File: config.mk
export PLATFORM = sky130hd
export DESIGN_NAME = store_buffer
export DESIGN_NICKNAME = d
export VERILOG_FILES = /design/src/rtl/store_buffer.sv
export SDC_FILE = /design/constraint.sdc
export NUM_CORES = 1
export LEC_CHECK = 0
export CAP_MARGIN = 30
export CORE_ASPECT_RATIO = 0.75
export CORE_MARGIN = 1.5
export CORE_UTILIZATION = 36
export CTS_BUF_LIST = sky130_fd_sc_hd__clkbuf_2 sky130_fd_sc_hd__clkbuf_4 sky130_fd_sc_hd__clkbuf_8
export CTS_CLUSTER_DIAMETER = 120
export DETAILED_ROUTE_END_ITERATION = 6
export PLACE_DENSITY_LB_ADDON = 0.25
export SYNTH_ARGS = -nofsm -noshare
export SYNTH_HDL_FRONTEND = slang
export SYNTH_SLANG_ARGS = --single-unit
export TNS_END_PERCENT = 20
File: constraint.sdc
create_clock -name clk -period 11.7 [get_ports clk]
set_clock_uncertainty 0.1 [all_clocks]
set_input_delay 1.755 -clock clk [delete_from_list [all_inputs] [get_ports clk]]
set_output_delay 1.755 -clock clk [all_outputs]
set_load 0.05 [all_outputs]
File: src/rtl/store_buffer.sv
`default_nettype none
// ============================================================================
// Module      : store_buffer
// Description : Circular store buffer between the MEM stage and data memory.
//               Stores are queued and drained one per cycle whenever there is
//               no load using the memory port. Loads forward from the youngest
//               matching queued store; otherwise they see the memory read data.
// Revision    : 1.0 - initial release
// ============================================================================
module store_buffer #(
  parameter int DEPTH = 4
) (
  input  logic                       clk,
  input  logic                       reset,
  input  logic                       cpu_we,
  input  logic                       cpu_re,
  input  logic [31:0]                cpu_addr,
  input  logic [31:0]                cpu_wdata,
  input  logic [31:0]                cpu_pc,
  output logic [31:0]                cpu_rdata,
  output logic                       stall,
  output logic                       dm_we,
  output logic [31:0]                dm_addr,
  output logic [31:0]                dm_wdata,
  output logic [31:0]                dm_pc,
  input  logic [31:0]                dm_rdata,
  output logic                       empty,
  output logic [$clog2(DEPTH):0]     count
);

  localparam int PTR_W = $clog2(DEPTH);

  // Entry storage; validity is implied by position relative to head/count.
  logic [29:0]      addr_q [DEPTH];
  logic [31:0]      data_q [DEPTH];
  logic [31:0]      pc_q   [DEPTH];

  logic [PTR_W-1:0] head_q, head_d;
  logic [PTR_W-1:0] tail_q, tail_d;
  logic [PTR_W:0]   count_q, count_d;

  logic             full;
  logic             is_empty;
  logic             drain;
  logic             push;
  logic             fwd_hit;
  logic [31:0]      fwd_data;
  logic [PTR_W-1:0] fwd_idx;

  assign is_empty = (count_q == '0);
  assign full     = (count_q == (PTR_W+1)'(DEPTH));
  // Loads own the single memory address, so draining waits while cpu_re is up.
  assign drain    = !is_empty && !cpu_re && !reset;
  assign stall    = cpu_we && full && !drain && !reset;
  assign push     = cpu_we && !stall && !reset;

  assign empty    = is_empty || reset;
  assign count    = count_q;

  // Memory port: drain the head entry, otherwise present the load address.
  always_comb begin
    dm_we    = 1'b0;
    dm_addr  = cpu_addr;
    dm_wdata = 32'd0;
    dm_pc    = 32'd0;
    if (drain) begin
      dm_we    = 1'b1;
      dm_addr  = {addr_q[head_q], 2'b00};
      dm_wdata = data_q[head_q];
      dm_pc    = pc_q[head_q];
    end
  end

  // Forwarding scan from oldest to youngest so the youngest match wins.
  always_comb begin
    fwd_hit  = 1'b0;
    fwd_data = 32'd0;
    fwd_idx  = '0;
    for (int i = 0; i < DEPTH; i++) begin
      fwd_idx = head_q + PTR_W'(i);
      if (((PTR_W+1)'(i) < count_q) && (addr_q[fwd_idx] == cpu_addr[31:2])) begin
        fwd_hit  = 1'b1;
        fwd_data = data_q[fwd_idx];
      end
    end
    cpu_rdata = fwd_hit ? fwd_data : dm_rdata;
  end

  // Pointer and occupancy next-state; push and pop may coincide.
  always_comb begin
    head_d  = head_q;
    tail_d  = tail_q;
    count_d = count_q;
    if (drain) head_d = head_q + PTR_W'(1);
    if (push)  tail_d = tail_q + PTR_W'(1);
    if (push && !drain)      count_d = count_q + (PTR_W+1)'(1);
    else if (!push && drain) count_d = count_q - (PTR_W+1)'(1);
  end

  // Pointer/occupancy registers; reset discards all pending stores.
  always_ff @(posedge clk) begin
    if (reset) begin
      head_q  <= '0;
      tail_q  <= '0;
      count_q <= '0;
    end else begin
      head_q  <= head_d;
      tail_q  <= tail_d;
      count_q <= count_d;
    end
  end

  // Entry payload write at the tail; contents are don't-care until counted.
  always_ff @(posedge clk) begin
    if (push) begin
      addr_q[tail_q] <= cpu_addr[31:2];
      data_q[tail_q] <= cpu_wdata;
      pc_q[tail_q]   <= cpu_pc;
    end
  end

endmodule
`default_nettype wire

# Word level (Yosys, flattened, before mapping)
# Memories as Yosys holds them, arrays and structs flattened. A register that Yosys moved wholly into a read port is not among the register bits.
# Index checks and enable logic that the tools add are counted.
word_totals:
  output_inout_bits: 134
  in_bits: 132
  regBits: 7
  memories: 3
  ram_bits: 376
op_classes:
  order_cmp: 4
  n_eq_ne: 5
  add_sub_neg: 6
  reduce_logical: 22
  mux: 23
memory_table:
  columns: ["memory", "words", "word_bits", "rd", "rd_clocked_by_memory_dff", "wr", "line", "text"]
  rows:
  - ["data_q", 4, 32, 4, 1, 1, "35", "logic [31:0] data_q [DEPTH];"]
  - ["pc_q", 4, 32, 1, 1, 1, "36", "logic [31:0] pc_q [DEPTH];"]
  - ["addr_q", 4, 30, 4, 1, 1, "34", "logic [29:0] addr_q [DEPTH];"]
ops:
  columns: ["operator", "count"]
  rows:
  - ["two-way mux 32 bit", 8]
  - ["equality test 30 bit", 4]
  - ["logical AND 1 bit", 13]
  - ["two-way mux 2 bit", 6]
  - ["two-way mux 1 bit", 7]
  - ["logical NOT 1 bit", 6]
  - ["less-than comparator 1 x 3 -> 1 bit (first input constant)", 2]
  - ["less-than comparator 2 x 3 -> 1 bit (first input constant)", 2]
  - ["two-way mux 3 bit", 2]
  - ["adder 2 x 1 -> 2 bit (second input constant)", 2]
  - ["adder 2 bit (second input constant)", 2]
  - ["adder 3 x 1 -> 3 bit (second input constant)", 1]
  - ["equality test 3 bit (second input constant)", 1]
  - ["logical NOT 3 bit", 1]
  - ["subtractor 3 x 1 -> 3 bit (second input constant)", 1]
  - ["nonzero test 2 bit", 1]
  - ["logical OR 1 bit", 1]

# Logic depth before layout (Yosys ltp)
depth:
  ltp_word: 14
  ltp_mapped: 14
  depth_no_buf: 10

# Least setup slack after synthesis
# No wires, ideal clock.
synth_timing:
  kind: "input to output"
  startpoint: "in cpu_addr[17]"
  endpoint: "out cpu_rdata[21]"
  path_slack_ps: 5454
  n_path_buf: 2
  t_arrival_ps: 4391
  required_time_ps: 9845
  stages: 9
  cell_sequence: "clkbuf_1 -> o22a_1 -> a21oi_1 -> or4b_1 -> or3_1 -> or4_4 -> nor2_8 -> buf_8 -> a221o_1"
synth_between:
  elab_chain_len: 7
  word_cells_on_any_way: 17
synth_lines:
  columns: ["element", "line", "text"]
  rows:
  - ["start, declared", "17", "input logic [31:0] cpu_addr,"]
  - ["equality test 30 bit", "81", "if (((PTR_W+1)'(i) < count_q) && (addr_q[fwd_idx] == cpu_addr[31:2])) begin"]
  - ["logical AND 1 bit", "81", null]
  - ["two-way mux 32 bit or two-way mux 1 bit (tied branches) (4 in series)", "81", null]
  - ["two-way mux 32 bit *", "86", "cpu_rdata = fwd_hit ? fwd_data : dm_rdata;"]
  - ["end, declared", "20", "output logic [31:0] cpu_rdata,"]
# Every way passes the cells marked *; elsewhere a longest branch is shown, timed or not.

# Worst setup path after layout
layout_timing:
  startpoint: "reg head_q[0]"
  endpoint: "out cpu_rdata[19]"
layout_between:
  elab_chain_len: 8
  word_cells_on_any_way: 18
layout_lines:
  columns: ["element", "line", "text"]
  rows:
  - ["start, declared", "38", "logic [PTR_W-1:0] head_q, head_d;"]
  - ["start signal, assigned", "103", "head_q <= '0;"]
  - ["start signal, assigned", "107", "head_q <= head_d;"]
  - ["adder 2 x 1 -> 2 bit", "80", "fwd_idx = head_q + PTR_W'(i);"]
  - ["memory (4 x 30 bit)", null, null]
  - ["equality test 30 bit", "81", null]
  - ["logical AND 1 bit", "81", null]
  - ["two-way mux 32 bit or two-way mux 1 bit (tied branches) (3 in series)", "81", null]
  - ["two-way mux 32 bit *", "86", null]
# Marked as above.

==> impl_metrics.csv <==
group,metric,value,unit
sta,fin_tns_setup,0,ns
setup_path,slowest_delay,0.82,ns
power,max-vdd-ir-drop,0.00009905,V
synth,synth_area_leader_cell,"edfxtp_1",
setup_path,slowest_stage,"clkdlybuf4s50_1",
placed_design,place_congestion,0.8800,
synth,ys_ff_latch,385,
sta,rsz0062_at_grt,"false",
global_routing,grt_overflow,0,
clock_tree,cts.sinks,385,
final_layout,drive_gt1_share,24.69,%
die,dieArea,63730,µm²
clock_tree,clkSlewWorstSetupHoldPaths,0.06,ns
final_layout,final_util,44.45,%
synth,synthesis.area,22400,µm²
clock_tree,cts_max_level,3,
detailed_routing,wirelength,63240,µm
detailed_routing,wl_per_cell,25.49,µm
synth,ys.flop_type,"edfxtp_1",
sta,setup_viol,0,
synth,synth_commonest_cells,"edfxtp_1, mux4_2, xnor2_1",
clock_tree,cts-buffers-inserted,68,
setup_path,crit_chain,"buf_4 -> mux4_2 -> xnor2_1 -> nand4b_1 -> or4b_1 -> or3_1 -> or4_4 -> nor2_8 -> a221o_1 -> clkdlybuf4s50_1",
detailed_routing,first_iter_violations,1607,
setup_path,worstPathRequired,9.85,ns
sta,maxSlewHeadroom,33.35,%
setup_path,path_delay_family,"simple AND/OR/NAND/NOR gates",
detailed_routing,drtAntennaViolNets,0,
sta,min_period_over_period,69.15,%
clock_tree,cts_setup_buffers,0,
clock_tree,clockBufferDepth,3,
clock_tree,cts_tree,"done",
die,ios,266,
clock_tree,hold_buffers,0,
synth,syn_inst,1398,
global_routing,grt_pass1_vias,14490,
global_routing,grt_pass1_wl,93800,µm
outcome,outcome,"finished, final reports clean",
die,die_h,219,µm
detailed_routing,drc,0,
synth,synth_area_per_cell,16.02,µm²
synth,ys_seq_area_share,51.22,%
setup_path,timing.critical_path.buf_inv,2,
synth,synth.most_common_cell,"edfxtp_1",
power,p_leak,0.008330,µW
sta,max_freq,123.6,MHz
global_routing,grtUsageTotal,19.75,%
synth,ys_types,58,
setup_path,cp-end-kind,"primary output",
detailed_routing,vias,14490,
clock_tree,ctsResizeCount,0,
setup_path,worstSetupStartpointType,"flip-flop",
placed_design,place_inst,2352,
synth,yosys-top-cells-area,"edfxtp_1, mux4_2, xnor2_1",
placed_design,hpwlAfterDp,41930,µm
setup_path,arrival,6.24,ns
setup_path,path_class,"flip-flop to primary output",
global_routing,antenna_found_initial,11,
die,coreArea,61000,µm²
sta,fin_ws,3.609,ns
die,initial_core_util,36.72,%
die,dieWidth,291,µm
sta,hold_viol,0,
final_layout,area_growth,21.06,%
setup_path,cp_max_fo,53,
synth,async_reset_ff_share,0,%
sta,final-max-slew-violation-count,0,
final_layout,fin_cells,2481,
global_routing,grt_max_degree,64,
sta,worst_slew_pin_slew,0.9997,ns
run,maxCapViolations,0,
detailed_routing,avgViaCountPerCell,5.839,
placed_design,port-buffer-count,265,
power,power.density,137.7,nW/µm²
clock_tree,clockRootBuffer,"clkbuf_8",
sta,final.min_clock_period,8.091,ns
hold_path,hold_class,"flip-flop to flip-flop",
synth,synth-edff-count,376,
synth,yosys_warnings,0,
detailed_routing,first_pass_iters,5,
placed_design,pre_cts_slack,3.774,ns
synth,synthesis.nets,1539,
die,rows,78,
final_layout,fin_nets,1765,
synth,yosysTopAreaCellShare,50.42,%
clock_tree,clock_latency,0.64,ns
## layout by cell type (no fill, tap or decap), types with 5 or more instances in the layout
cell type and n:
xnor2_1 101, inv_1 14, ha_1 9, and2_1 67, a221o_1 33, xor2_1 10
clkinv_2 10, buf_4 24, clkinv_1 20, mux4_2 264, mux2i_1 75, mux2_2 5
edfxtp_1 376, nand4_1 34, dfxtp_1 5, nor4_1 9, clkbuf_8 68, o21ai_0 11
clkbuf_4 15, nor3_1 32, a22oi_1 6, nor2_1 15, clkdlybuf4s50_1 265, a211oi_1 33
a21oi_1 12, nand2_1 90
## cell type report
| type | count | area (µm²) |
|---|---|---|
| clock inverters | 40 | 322.8 |
| diodes | 4 | 10.01 |
| clock buffers | 83 | 1049 |
| repair buffers | 292 | 2915 |
| flip-flops and latches | 385 | 11490 |
| well taps | 800 | 1001 |
| multi-input cells | 862 | 10270 |
| inverters | 15 | 57.56 |
| fillers | 5347 | 33890 |
## layer usage
metal / GRT usage, % / vias to the layer above / share of wire [%]
met1: 26.89 / 7445 / 42
met2: 29.81 / 664 / 46
met3: 7.363 / 103 / 9.9
li1: - / 6260 / -
met5: 0 / - / 0.13
met4: 5.079 / 14 / 2.0
## registers in the layout, summed over array words and instances (netlist names), named ones only
signal  flops
data_q    128
pc_q      128
addr_q    120
count       3
head_q      2
tail_q      2
## logic make-up after synthesis
kind of cell | count (synthesis) | synth area share [%]
AOI/OAI and AO/OA | 126 | 4.447
DFF | 385 | 51.22
and+or+nand+nor | 272 | 6.363
xor gates and xnor gates | 111 | 4.341
adders and majority gates | 9 | 0.5028
buffers and inverters | 151 | 2.972
muxes | 344 | 30.15
## metrics by stage
step	hold slack [ns]	total power, µW	instance area, µm²
after floorplan	0.4080	2209	22400
after global placement	0.4233	2482	25650
after detailed placement	0.4545	2488	25670
after CTS	0.4633	3775	27050
after global routing	0.4817	3889	27110
final	0.4647	3733	27110
## worst paths after layout
path                                        startpoint                endpoint  slack (ns)  cells after the start
worst max-delay path            head_q[0]$_SDFFE_PP0P_           cpu_rdata[19]        3.61                     10
worst min-delay path            tail_q[1]$_SDFFE_PP0P_  tail_q[1]$_SDFFE_PP0P_        0.46                      2
worst max register to register   count[0]$_SDFFE_PP0P_   pc_q[3][31]$_DFFE_PP_        8.01                      7
worst min register to register  tail_q[1]$_SDFFE_PP0P_  tail_q[1]$_SDFFE_PP0P_        0.46                      2
## tightest hold or removal path: stages, from the launching register on
cell and delay (ns):
dfxtp_1 0.33, inv_1 0.10, o31ai_1 0.08
## report_power, final
| part | switching (µW) | internal, µW | total [µW] |
|---|---|---|---|
| combinational | 482 | 372 | 855 |
| sequential | 45.1 | 1560 | 1600 |
| clock | 599 | 675 | 1270 |
| total | 1130 | 2610 | 3730 |
Note: power is estimated with default switching activity, not from simulation.
